[config.mk]
export PLATFORM = sky130hd
export DESIGN_NAME = rv32i_pipe_control
export DESIGN_NICKNAME = d
export VERILOG_FILES = /design/src/rtl/rv32i_ctrl_pkg.sv /design/src/rtl/rv32i_ctrl_decoder.sv /design/src/rtl/rv32i_pipe_control.sv
export SDC_FILE = /design/constraint.sdc
export NUM_CORES = 1
export LEC_CHECK = 0
export CAP_MARGIN = 40
export CELL_PAD_IN_SITES_DETAIL_PLACEMENT = 0
export CELL_PAD_IN_SITES_GLOBAL_PLACEMENT = 1
export CORE_ASPECT_RATIO = 1.2
export CORE_UTILIZATION = 25
export CTS_BUF_LIST = sky130_fd_sc_hd__clkbuf_4
export CTS_CLUSTER_DIAMETER = 80
export DETAILED_ROUTE_END_ITERATION = 8
export GPL_TIMING_DRIVEN = 0
export HOLD_SLACK_MARGIN = 0.08
export PLACE_DENSITY = 0.7
export SYNTH_ARGS = -nofsm -noshare
export SYNTH_HDL_FRONTEND = slang
export SYNTH_HIERARCHICAL = 1
export SYNTH_SLANG_ARGS = --single-unit
[constraint.sdc]
create_clock -name clk -period 2.17 [get_ports clk]
set_clock_uncertainty 0.15 [all_clocks]
set_input_delay 0.217 -clock clk [delete_from_list [all_inputs] [get_ports clk]]
set_output_delay 0.217 -clock clk [all_outputs]
set_load 0.05 [all_outputs]
[src/rtl/rv32i_ctrl_pkg.sv]
// Shared encodings and control bundles for the
// RV32I pipeline control unit.
package rv32i_ctrl_pkg;

   localparam logic [6:0] OP_R      = 7'b0110011;
   localparam logic [6:0] OP_I      = 7'b0010011;
   localparam logic [6:0] OP_LOAD   = 7'b0000011;
   localparam logic [6:0] OP_STORE  = 7'b0100011;
   localparam logic [6:0] OP_BRANCH = 7'b1100011;
   localparam logic [6:0] OP_JAL    = 7'b1101111;
   localparam logic [6:0] OP_JALR   = 7'b1100111;
   localparam logic [6:0] OP_LUI    = 7'b0110111;
   localparam logic [6:0] OP_AUIPC  = 7'b0010111;

   typedef enum logic [3:0] {
      ALU_ADD   = 4'd0,
      ALU_SUB   = 4'd1,
      ALU_SLL   = 4'd2,
      ALU_SLT   = 4'd3,
      ALU_SLTU  = 4'd4,
      ALU_XOR   = 4'd5,
      ALU_SRL   = 4'd6,
      ALU_SRA   = 4'd7,
      ALU_OR    = 4'd8,
      ALU_AND   = 4'd9,
      ALU_PASSB = 4'd10
   } alu_op_e;

   typedef enum logic [2:0] {
      IMM_I = 3'd0,
      IMM_S = 3'd1,
      IMM_B = 3'd2,
      IMM_U = 3'd3,
      IMM_J = 3'd4
   } imm_sel_e;

   typedef enum logic [1:0] {
      WB_ALU = 2'd0,
      WB_MEM = 2'd1,
      WB_PC4 = 2'd2,
      WB_IMM = 2'd3
   } reg_sel_e;

   typedef enum logic [1:0] {
      PC_PLUS4  = 2'd0,
      PC_TARGET = 2'd1,
      PC_ALU    = 2'd2
   } pc_sel_e;

   // Fields drop off as they are consumed stage by stage.
   typedef struct packed {
      reg_sel_e reg_sel;
      logic     reg_we;
   } wb_ctrl_t;

   typedef struct packed {
      logic [2:0] dmem_sel;
      logic       dmem_we;
      wb_ctrl_t   w;
   } mem_ctrl_t;

   typedef struct packed {
      alu_op_e   alu;
      logic      rs1_sel;
      logic      rs2_sel;
      logic      branch;
      logic      jal;
      logic      jalr;
      mem_ctrl_t m;
   } ctrl_t;

   localparam wb_ctrl_t  WB_NOP   = '0;
   localparam mem_ctrl_t MEM_NOP  = '0;
   localparam ctrl_t     CTRL_NOP = '0;

   function automatic alu_op_e alu_from_f3(
      input logic [2:0] f3,
      input logic       alt
   );
      alu_op_e op;
      case (f3)
         3'b000:  op = alt ? ALU_SUB : ALU_ADD;
         3'b001:  op = ALU_SLL;
         3'b010:  op = ALU_SLT;
         3'b011:  op = ALU_SLTU;
         3'b100:  op = ALU_XOR;
         3'b101:  op = alt ? ALU_SRA : ALU_SRL;
         3'b110:  op = ALU_OR;
         default: op = ALU_AND;
      endcase
      return op;
   endfunction

endpackage

[src/rtl/rv32i_ctrl_decoder.sv]
// Combinational D-stage decode of opcode/funct
// fields into the control bundle.
module rv32i_ctrl_decoder
   import rv32i_ctrl_pkg::*;
(
   input  logic [6:0] opcode,
   input  logic [6:0] funct7,
   input  logic [2:0] funct3,
   output imm_sel_e   imm_sel,
   output ctrl_t      ctrl
);

   logic alt;
   logic unused_f7;

   assign alt       = funct7[5];
   assign unused_f7 = ^{funct7[6], funct7[4:0]};

   always_comb begin
      ctrl    = CTRL_NOP;
      imm_sel = IMM_I;
      unique case (1'b1)
         (opcode == OP_R): begin
            ctrl.alu        = alu_from_f3(funct3, alt);
            ctrl.m.w.reg_we = 1'b1;
         end
         (opcode == OP_I): begin
            // Only SRAI uses funct7; ADDI never becomes SUB.
            ctrl.alu        = alu_from_f3(funct3,
                                 alt && (funct3 == 3'b101));
            ctrl.rs2_sel    = 1'b1;
            ctrl.m.w.reg_we = 1'b1;
         end
         (opcode == OP_LOAD): begin
            ctrl.rs2_sel     = 1'b1;
            ctrl.m.dmem_sel  = funct3;
            ctrl.m.w.reg_sel = WB_MEM;
            ctrl.m.w.reg_we  = 1'b1;
         end
         (opcode == OP_STORE): begin
            imm_sel         = IMM_S;
            ctrl.rs2_sel    = 1'b1;
            ctrl.m.dmem_sel = funct3;
            ctrl.m.dmem_we  = 1'b1;
         end
         (opcode == OP_BRANCH): begin
            imm_sel     = IMM_B;
            ctrl.alu    = ALU_SUB;
            ctrl.branch = 1'b1;
         end
         (opcode == OP_JAL): begin
            imm_sel          = IMM_J;
            ctrl.jal         = 1'b1;
            ctrl.m.w.reg_sel = WB_PC4;
            ctrl.m.w.reg_we  = 1'b1;
         end
         (opcode == OP_JALR): begin
            ctrl.rs2_sel     = 1'b1;
            ctrl.jalr        = 1'b1;
            ctrl.m.w.reg_sel = WB_PC4;
            ctrl.m.w.reg_we  = 1'b1;
         end
         (opcode == OP_LUI): begin
            imm_sel         = IMM_U;
            ctrl.alu        = ALU_PASSB;
            ctrl.rs2_sel    = 1'b1;
            ctrl.m.w.reg_we = 1'b1;
         end
         (opcode == OP_AUIPC): begin
            imm_sel         = IMM_U;
            ctrl.rs1_sel    = 1'b1;
            ctrl.rs2_sel    = 1'b1;
            ctrl.m.w.reg_we = 1'b1;
         end
         default: begin
            ctrl    = CTRL_NOP;
            imm_sel = IMM_I;
         end
      endcase
   end

endmodule

[src/rtl/rv32i_pipe_control.sv]
// Pipelined RV32I control: decode plus E/M/WB
// control registers with stall/flush.
module rv32i_pipe_control
   import rv32i_ctrl_pkg::*;
(
   input  logic       clk,
   input  logic       reset,
   input  logic [6:0] opcode,
   input  logic [6:0] funct7,
   input  logic [2:0] funct3,
   input  logic       jump,
   input  logic       stall_E,
   input  logic       stall_M,
   input  logic       stall_WB,
   input  logic       flush_E,
   input  logic       flush_M,
   input  logic       flush_WB,
   output logic [2:0] imm_SEL,
   output logic [3:0] ALU_SEL,
   output logic       rs1_SEL,
   output logic       rs2_SEL,
   output logic [1:0] pc_SEL,
   output logic [2:0] dmem_SEL,
   output logic       dmem_WE,
   output logic [1:0] reg_SEL,
   output logic       reg_WE,
   output logic [1:0] reg_RD
);

   imm_sel_e  dec_imm;
   ctrl_t     dec_ctrl;
   ctrl_t     ex_q;
   mem_ctrl_t mem_q;
   wb_ctrl_t  wb_q;
   pc_sel_e   pc_sel;

   rv32i_ctrl_decoder u_dec (
      .opcode  (opcode),
      .funct7  (funct7),
      .funct3  (funct3),
      .imm_sel (dec_imm),
      .ctrl    (dec_ctrl)
   );

   always_ff @(posedge clk) begin
      if (reset || flush_E)
         ex_q <= CTRL_NOP;
      else if (!stall_E)
         ex_q <= dec_ctrl;
   end

   always_ff @(posedge clk) begin
      if (reset || flush_M)
         mem_q <= MEM_NOP;
      else if (!stall_M)
         mem_q <= ex_q.m;
   end

   always_ff @(posedge clk) begin
      if (reset || flush_WB)
         wb_q <= WB_NOP;
      else if (!stall_WB)
         wb_q <= mem_q.w;
   end

   always_comb begin
      pc_sel = PC_PLUS4;
      if (ex_q.jalr)
         pc_sel = PC_ALU;
      else if (ex_q.jal || (ex_q.branch && jump))
         pc_sel = PC_TARGET;
   end

   assign imm_SEL  = dec_imm;
   assign ALU_SEL  = ex_q.alu;
   assign rs1_SEL  = ex_q.rs1_sel;
   assign rs2_SEL  = ex_q.rs2_sel;
   assign pc_SEL   = pc_sel;
   assign dmem_SEL = mem_q.dmem_sel;
   assign dmem_WE  = mem_q.dmem_we;
   assign reg_SEL  = wb_q.reg_sel;
   assign reg_WE   = wb_q.reg_we;
   assign reg_RD   = {mem_q.w.reg_we, ex_q.m.w.reg_we};

endmodule

==> flow_metrics.env, run 1 <==
export IMPL_required_ns=1.80
export IMPL_row_count=29
export IMPL_cp_arrival_ns=1.71
export IMPL_setup_viol=0
export IMPL_relSlewSlack_pct=66.3
export IMPL_pwr_share_comb_pct=13.0
export IMPL_cp_top_family="buffers and inverters"
export IMPL_period_minus_slack_ns=2.08
export IMPL_place_area_mm2=0.00179
export IMPL_final_common_cell="clkdlybuf4s50_1"
export IMPL_fin_area_mm2=0.00185
export IMPL_synth_distinct_cells=33
export IMPL_dr_pass1_iters=3
export IMPL_yosysWarnings=6
export IMPL_synth_area_top_cells="dfxtp_1 38%, mux2i_1 20%, nor2_1 7.7%"
export IMPL_ant_nets=0
export IMPL_h_tree_depth=1
export IMPL_final_hold_viol_count=0
export IMPL_dieArea_mm2=0.00575
export IMPL_min_path_type="primary input to register"
export IMPL_nFillCells=553
export IMPL_ys_seq_area_share_pct=38.2
export IMPL_grt_max_degree=16
export IMPL_diodes=0
export IMPL_grt_pass1_wl_mm=5.04
export IMPL_grt_overflow=0
export IMPL_drt_wl_total_mm=2.96
export IMPL_yosys_area_top_type_share_pct=38.2
export IMPL_pwr_share_seq_pct=51.1
export IMPL_drt_initial_drc_count=38
export IMPL_dp_hpwl_mm=2.21
export IMPL_path_buf_inv=3
export IMPL_cts_num_sinks=26
export IMPL_avgSynthCellArea_um2=9.26
export IMPL_wire_per_inst_um=11.9
export IMPL_grt_use_total_pct=10.6
export IMPL_syn_to_final_growth_pct=35.9
export IMPL_core_mm2=0.00526
export IMPL_cts_max_path_buffers=2
export IMPL_synth_edf_count=0
export IMPL_maxCapViolCount=0
export IMPL_grt_pass1_vias=1106
export IMPL_max_stage_delay_ns=0.62
export IMPL_max_freq_mhz=482
export IMPL_layout_common_cells="30 x clkdlybuf4s50_1, 28 x nor2_1, 27 x mux2i_1, 26 x dfxtp_1, 13 x buf_4"
export IMPL_cts_made_buffers=3
export IMPL_crit_fanout=10
export IMPL_final_core_util_pct=35.2
export IMPL_power_density_mw_per_mm2=506
export IMPL_cts_root_buf="clkbuf_4"
export IMPL_drc=0
export IMPL_leakagePower_nw=0.781
export IMPL_fp_dieW_um=69.4
export IMPL_ys_ff_latch=26
export IMPL_syn_inst=147
export IMPL_nNetsFinal=214
export IMPL_worst_slew_pin_slew_ns=0.504
export IMPL_endpoint_kind="primary output"
export IMPL_critical_path_class="primary input to primary output"
export IMPL_startpoint_type="primary input"
export IMPL_r2r_slack_ns=1.35
export IMPL_fin_ws_ns=0.0949
export IMPL_fin_crit_sh_pct=95.6
export IMPL_synthArstFlopShare_pct=0
export IMPL_place_gp_congestion=0.701
export IMPL_syn_area_mm2=0.00136
export IMPL_pre_cts_slack_ns=-0.555
export IMPL_synth_top_area_cell="dfxtp_1"
export IMPL_hold_worst_slack_ns=0.148
export IMPL_syn_nets=173
export IMPL_clkTransAtPathRegs_ns=0.15
export IMPL_crit_chain="clkdlybuf4s50_1, buf_2, mux2i_1, nor2_1, clkdlybuf4s15_2"
export IMPL_p_clk_share_pct=35.9
export IMPL_start_util_pct=25.9
export IMPL_yosys_most_used_dff="dfxtp_1"
export IMPL_clk_latency_ns=0.32
export IMPL_final_max_slew_violation_count=0
export IMPL_drive_above_1_share_pct=15.5
export IMPL_rsz0062_at_grt="false"
export IMPL_pin_count=46
export IMPL_crit_slowest_cell="clkdlybuf4s50_1"
export IMPL_port_buffers=35
export IMPL_num_vias=1111
export IMPL_status="complete, no violations"
export IMPL_ir_drop_mv=0.229
export IMPL_p_int_uw=726
export IMPL_via_per_inst=4.46
export IMPL_swShare_pct=22.4
export IMPL_die_h_um=82.8
export IMPL_antenna_found_initial=0
export IMPL_cts_tree="yes"
export IMPL_power_switching_uw=210
state kept, by name (all words and copies together) (netlist names):
signal	flops
rs1_SEL	1
ALU_SEL	4
dmem_WE	1
ex_q	9
reg_WE	1
dmem_SEL	3
rs2_SEL	1
reg_SEL	2
mem_q	2
reg_RD	2
power by group through the flow:
stage	clock network, mW	logic, mW	registers [mW]
4_1_cts	0.347	0.123	0.479
3_3_place_gp	0	0.122	0.489
5_1_grt	0.360	0.131	0.479
6_report	0.336	0.121	0.479
2_1_floorplan	0	0.0663	0.489
3_5_place_dp	0	0.121	0.489
worst register-to-register path: stages, from the launching register on:
cell and delay (ns):
dfxtp_1 0.39, mux2i_1 0.08, nor3_1 0.14
Yosys cell counts, types with 2 or more instances:
master and instances:
nor2_1 28, mux2i_1 27, dfxtp_1 26, buf_4 12, and2_1 6, a21oi_1 5, nor3_1 5, nor3b_1 4
buf_2 3, nand2b_1 3, a211oi_1 2, inv_1 2, nand2_1 2, nand3b_1 2, or2_1 2
per-layer routing:
metal	routed length [um]	track usage (%)
met5	0	0
met3	114	1.70
met2	1460	18.4
met1	1360	13.1
met4	28	3.90
kinds of logic after synthesis:
kind of cell	count (synthesis)	synth area share (%)
AND/OR/NAND/NOR	60	24.4
multiplexers	27	19.9
flip-flops	26	38.2
buffers and inverters	21	10.8
AO/OA/AOI/OAI	13	6.71
final timing paths:
| check | from | endpoint | cells past startpoint |
|---|---|---|---|
| setup / recovery | opcode[2] | imm_SEL[1] | 5 |
| hold / removal | stall_M | mem_q[2]$_SDFFE_PP0N_ | 3 |
| setup reg to reg | reg_RD[1]$_SDFFE_PP0N_ | reg_WE$_SDFFE_PP0N_ | 2 |
| hold reg to reg | ex_q[3]$_SDFFE_PP0N_ | dmem_WE$_SDFFE_PP0N_ | 2 |
through the flow:
stage	cells	TNS [ns]	total power, mW
global placement	244	-1.35	0.611
floorplan	147	0	0.556
finish	249	0	0.936
CTS	249	0	0.949
global route	249	0	0.970
detailed placement	244	-1.33	0.610
final cells by class:
class / instances / area [um2] / area share, %
Buffer: 19 / 140 / 7.57
Clock buffer: 3 / 22.5 / 1.22
Clock inverter: 1 / 30.0 / 1.62
Inverter: 2 / 7.51 / 0.406
Multi-Input combinational cell: 100 / 693 / 37.5
Sequential cell: 26 / 520 / 28.1
Tap cell: 62 / 77.6 / 4.19
Timing Repair Buffer: 36 / 359 / 19.4
what timing repair did:
| action | in CTS | in global routing |
|---|---|---|
| gates cloned | 0 | 0 |
| setup endpoints to repair | 3 | 2 |
| endpoints found under the hold margin | 6 | 0 |
| resized for setup | 13 | 4 |
| buffers inserted | 0 | 0 |
| hold buffers | 1 | 0 |
Note: power is estimated with default switching activity, not from simulation.
==> run 2, diff against run 1 <==
--- a/config.mk
+++ b/config.mk
@@ -13,9 +13,10 @@
 export CTS_BUF_LIST = sky130_fd_sc_hd__clkbuf_4
 export CTS_CLUSTER_DIAMETER = 80
 export DETAILED_ROUTE_END_ITERATION = 8
+export DONT_BUFFER_PORTS = 1
 export GPL_TIMING_DRIVEN = 0
 export HOLD_SLACK_MARGIN = 0.08
-export PLACE_DENSITY = 0.7
+export PLACE_DENSITY = 0.56
 export SYNTH_ARGS = -nofsm -noshare
 export SYNTH_HDL_FRONTEND = slang
 export SYNTH_HIERARCHICAL = 1
==> run 2 against run 1 <==
  * Maximum frequency fell by 1.3%
  * Sequential cell count did not move
  * First-iteration DRC count fell by 58%
  * Register-to-register slack got worse by 1.0 ns
  * Global-route usage rose by 1.3 points
  * Core utilization fell by 2.8 points
  * Combinational power fell by 17%
  * Final area fell by 8.0%
  * Sequential share of layout area rose by 2.5 points
  * Routed wire length rose by 6.0%
  * Hold slack got worse by 0.060 ns
  * Die area did not move
  * Largest cell class unchanged
==> flow_metrics.env, run 2 (synthesis gave the netlist of run 1 again) <==
export IMPL_maxCapViolCount=0
export IMPL_fin_crit_sh_pct=96.9
export IMPL_largest_register_ffs=9
export IMPL_cts_tree="yes"
export IMPL_core_mm2=0.00526
export IMPL_min_path_type="primary input to register"
export IMPL_hold_worst_slack_ns=0.0882
export IMPL_clkTransAtPathRegs_ns=0.16
export IMPL_via_per_inst=4.60
export IMPL_syn_to_final_growth_pct=25.0
export IMPL_row_count=29
export IMPL_pin_count=46
export IMPL_cts_made_buffers=3
export IMPL_fp_dieW_um=69.4
export IMPL_final_common_cell="nor2_1"
export IMPL_max_freq_mhz=476
export IMPL_cts_num_sinks=26
export IMPL_critical_path_class="primary input to register"
export IMPL_dp_hpwl_mm=2.23
export IMPL_port_buffers=0
export IMPL_grt_use_total_pct=11.9
export IMPL_hold_start="funct3[2]"
export IMPL_dr_pass1_iters=4
export IMPL_drt_initial_drc_count=16
export IMPL_relSlewSlack_pct=41.2
export IMPL_fin_setup_tns_ns=0
export IMPL_ant_nets=0
export IMPL_final_hold_viol_count=0
export IMPL_drive_above_1_share_pct=18.0
export IMPL_startpoint_type="primary input"
export IMPL_startpoint="stall_E"
export IMPL_start_util_pct=25.9
export IMPL_layout_common_cells="28 x nor2_1, 27 x mux2i_1, 26 x dfxtp_1, 17 x dlygate4sd3_1, 15 x buf_4"
export IMPL_power_density_mw_per_mm2=541
export IMPL_antenna_found_initial=0
export IMPL_cts_max_path_buffers=2
export IMPL_endpoint_kind="register"
export IMPL_drc=0
export IMPL_required_ns=2.26
export IMPL_place_gp_congestion=0.734
export IMPL_nNetsFinal=199
export IMPL_r2r_start="ex_q[4]$_SDFFE_PP0N_"
export IMPL_setup_viol=0
export IMPL_h_tree_depth=1
export IMPL_nFillCells=542
export IMPL_top_register="ex_q"
export IMPL_die_h_um=82.8
export IMPL_cts_root_buf="clkbuf_4"
export IMPL_clk_latency_ns=0.33
export IMPL_final_max_slew_violation_count=0
export IMPL_leakagePower_nw=0.729
export IMPL_dieArea_mm2=0.00575
export IMPL_grt_max_degree=16
export IMPL_grt_overflow=0
export IMPL_cp_arrival_ns=2.19
export IMPL_grt_pass1_wl_mm=5.60
export IMPL_rsz0062_at_grt="false"
export IMPL_worst_slew_pin_slew_ns=0.879
export IMPL_power_uw=920
export IMPL_num_vias=1076
export IMPL_crit_fanout=4
export IMPL_wire_per_inst_um=13.4
export IMPL_period_minus_slack_ns=2.10
export IMPL_status="complete, no violations"
export IMPL_grt_pass1_vias=1154
export IMPL_diodes=0
export IMPL_drt_wl_total_mm=3.14
export IMPL_ir_drop_mv=0.238
==> run 2: changes by cell type in the layout (fill, tap and decap cells not counted), moves of 2 or more <==
cell	change
dlygate4sd3_1	+16
dlymetal6s2s_1	-2
clkdlybuf4s50_1	-30
buf_4	+2
==> run 2: path summary, 6_finish.rpt <==
| check | end | slack, ns | cells after the start |
|---|---|---|---|
| max | ex_q[4]$_SDFFE_PP0N_ | 0.07 | 6 |
| min | ALU_SEL[2]$_SDFFE_PP0N_ | 0.09 | 4 |
| max reg2reg | ex_q[4]$_SDFFE_PP0N_ | 0.31 | 4 |
| min reg2reg | mem_q[2]$_SDFFE_PP0N_ | 0.37 | 2 |
==> run 2: per-stage QoR <==
step                util, %  cell area [um2]  setup WS, ns  instances
floorplan                 -             1360         0.145        147
global placement       27.3             1440        0.0328        209
detailed placement     27.6             1450         0.385        211
CTS                    32.1             1690        0.0383        233
global route           32.3             1700        0.0171        234
finish                 32.3             1700        0.0679        234
==> run 2: metal layers <==
layer / wire length, um / GRT usage [%]
met1: 1340 / 14.1
met2: 1580 / 21.1
met3: 200 / 3.16
met4: 25 / 3.34
met5: 0 / 0
==> run 2: worst max-delay path, stage by stage <==
cell	delay (ns)
dlygate4sd3_1	0.54
buf_6	0.11
mux2i_1	0.17
dlygate4sd3_1	0.56
nor2_1	0.04
dlygate4sd3_1	0.55
==> run 2: repair_timing <==
| action | in CTS | in global routing |
|---|---|---|
| setup endpoints to repair | 0 | 2 |
| gates resized for setup | 0 | 2 |
| hold buffers | 18 | 0 |
| endpoints found under the hold margin | 14 | 0 |
| setup buffers | 0 | 2 |
==> run 2: area by class of cell <==
cell class	instances	area, um2	share of cell area [%]
clock buffer	3	22.5	1.32
timing repair buffer	21	200	11.8
multi-input combinational	100	699	41.1
buffer	19	144	8.46
inverter	2	7.51	0.441
tap	62	77.6	4.56
clock inverter	1	30.0	1.76
sequential	26	520	30.6
==> run 2: power breakdown <==
group,switching [mW],internal (mW),leakage [nW],total [mW]
registers,0.000921,0.478,0.209,0.479
clock network,0.154,0.187,0.0279,0.341
logic,0.0480,0.0520,0.491,0.100
total,0.203,0.717,0.729,0.920
==> run 3, diff against run 2 <==
--- a/config.mk
+++ b/config.mk
@@ -17,6 +17,7 @@
 export GPL_TIMING_DRIVEN = 0
 export HOLD_SLACK_MARGIN = 0.08
 export PLACE_DENSITY = 0.56
+export SETUP_SLACK_MARGIN = 0.4
 export SYNTH_ARGS = -nofsm -noshare
 export SYNTH_HDL_FRONTEND = slang
 export SYNTH_HIERARCHICAL = 1
==> run 3 against run 2 <==
  * Power shrank 0.78%
  * First-iteration DRC count is the same
  * Final area shrank 2.1%
==> flow_metrics.env, run 3 (synthesis gave the netlist of run 1 again) <==
export IMPL_fin_crit_sh_pct=78.0
export IMPL_grt_busiest_layer="met2"
export IMPL_grt_max_degree=16
export IMPL_clk_latency_ns=0.31
export IMPL_endpoint_kind="register"
export IMPL_holdPathStages=4
export IMPL_ir_drop_mv=0.228
export IMPL_status="complete, no violations"
export IMPL_syn_to_final_growth_pct=22.4
export IMPL_pin_count=46
export IMPL_final_core_util_pct=31.7
export IMPL_final_max_slew_violation_count=0
export IMPL_num_vias=1062
export IMPL_antenna_found_initial=0
export IMPL_pre_cts_slack_ns=0.393
export IMPL_relSlewSlack_pct=63.6
export IMPL_core_mm2=0.00526
export IMPL_dr_pass1_iters=4
export IMPL_required_ns=2.31
export IMPL_diodes=0
export IMPL_nNetsFinal=194
export IMPL_cts_root_buf="clkbuf_4"
export IMPL_grt_pass1_vias=1127
export IMPL_setup_viol=0
export IMPL_nFillCells=561
export IMPL_drc=0
export IMPL_die_h_um=82.8
export IMPL_critical_path_class="primary input to register"
export IMPL_top_register="ex_q"
export IMPL_wire_per_inst_um=13.4
export IMPL_dieArea_mm2=0.00575
export IMPL_grt_use_met3_pct=3.40
export IMPL_cts_max_path_buffers=2
export IMPL_final_hold_viol_count=0
export IMPL_worst_slew_pin_slew_ns=0.546
export IMPL_drt_wl_total_mm=3.07
export IMPL_use_met2_pct=20.9
export IMPL_crit_chain="dlygate4sd3_1, or2_1, buf_6, nor2_1, dlygate4sd3_1"
export IMPL_fp_dieW_um=69.4
export IMPL_h_tree_depth=1
export IMPL_multi_input_area_um2=708
export IMPL_cts_tree="yes"
export IMPL_worst_r2r_path_depth=3
export IMPL_cp_arrival_ns=1.83
export IMPL_row_count=29
export IMPL_cpMostUsedCell="dlygate4sd3_1"
export IMPL_drive_above_1_share_pct=19.2
export IMPL_gr_usage_met1_pct=13.1
export IMPL_fin_ws_ns=0.477
export IMPL_crit_slowest_cell="dlygate4sd3_1"
export IMPL_drt_initial_drc_count=16
export IMPL_via_per_inst=4.64
export IMPL_grt_overflow=0
export IMPL_leakagePower_nw=0.705
export IMPL_max_freq_mhz=591
export IMPL_port_buffers=0
export IMPL_min_path_type="primary input to register"
export IMPL_place_gp_congestion=0.738
export IMPL_grt_pass1_wl_mm=5.42
export IMPL_layout_common_cells="27 x mux2i_1, 27 x nor2_1, 24 x dfxtp_1, 15 x dlygate4sd3_1, 13 x buf_4"
export IMPL_crit_fanout=7
export IMPL_cts_num_sinks=26
export IMPL_grt_use_total_pct=11.5
export IMPL_final_seq_area_um2=523
export IMPL_rsz0062_at_grt="false"
export IMPL_start_util_pct=25.9
export IMPL_dp_hpwl_mm=2.28
export IMPL_maxCapViolCount=0
export IMPL_ant_nets=0
export IMPL_cts_setup_buffers=0
export IMPL_fin_setup_tns_ns=0
export IMPL_max_stage_delay_ns=0.58
export IMPL_startpoint_type="primary input"
export IMPL_largest_register_ffs=9
export IMPL_power_density_mw_per_mm2=548
export IMPL_cts_made_buffers=3
export IMPL_period_minus_slack_ns=1.69
export IMPL_clkTransAtPathRegs_ns=0.16
## run 3: final cells by class
type                    instances  share of cell area, %
multi-input cells             100                   42.5
flip-flops and latches         26                   31.4
repair buffers                 16                   9.46
plain buffers                  19                   8.41
well taps                      62                   4.65
clock inverters                 1                   1.80
clock buffers                   3                   1.35
inverters                       2                  0.450
## run 3: worst paths after layout
kind,endpoint,slack [ns],start
setup / recovery,ex_q[1]$_SDFFE_PP0N_,0.48,reset
hold / removal,reg_RD[0]$_SDFFE_PP0N_,0.11,opcode[4]
setup reg to reg,reg_SEL[0]$_SDFFE_PP0N_,0.60,reg_SEL[0]$_SDFFE_PP0N_
hold reg to reg,mem_q[1]$_SDFFE_PP0N_,0.37,ex_q[1]$_SDFFE_PP0N_
## run 3: power breakdown
part	total, mW	leakage [nW]	internal [mW]	switching, mW
combinational	0.0961	0.467	0.0485	0.0476
clock	0.337	0.0279	0.187	0.150
sequential	0.479	0.210	0.478	0.000934
## run 3: repair_timing
action | CTS | global route
gates resized for setup | 2 | 3
hold buffers | 15 | 0
hold endpoints to repair | 14 | 0
endpoints found under the setup margin | 2 | 3
## run 3: worst max-delay path: cells and delay by family
kind                   cells  cell delay, ns
buffers and inverters      3            1.26
and+or+nand+nor            2            0.35
## run 3: per-layer routing
metal	wire length, um	share of wire (%)	up-vias
met1	1260	41	495
met3	196	6.4	2
li1	-	-	536
met2	1600	52	29
met5	0	0	-
met4	14	0.46	0
## run 3: metrics by stage
step,std cells,power (mW),instance area (um2),hold WS (ns)
final,229,0.913,1670,0.111
after global routing,229,0.951,1670,0.114
after CTS,229,0.931,1660,0.0938
after detailed placement,210,0.569,1450,0.146
after global placement,209,0.568,1440,0.146
after floorplan,147,0.556,1370,0.144
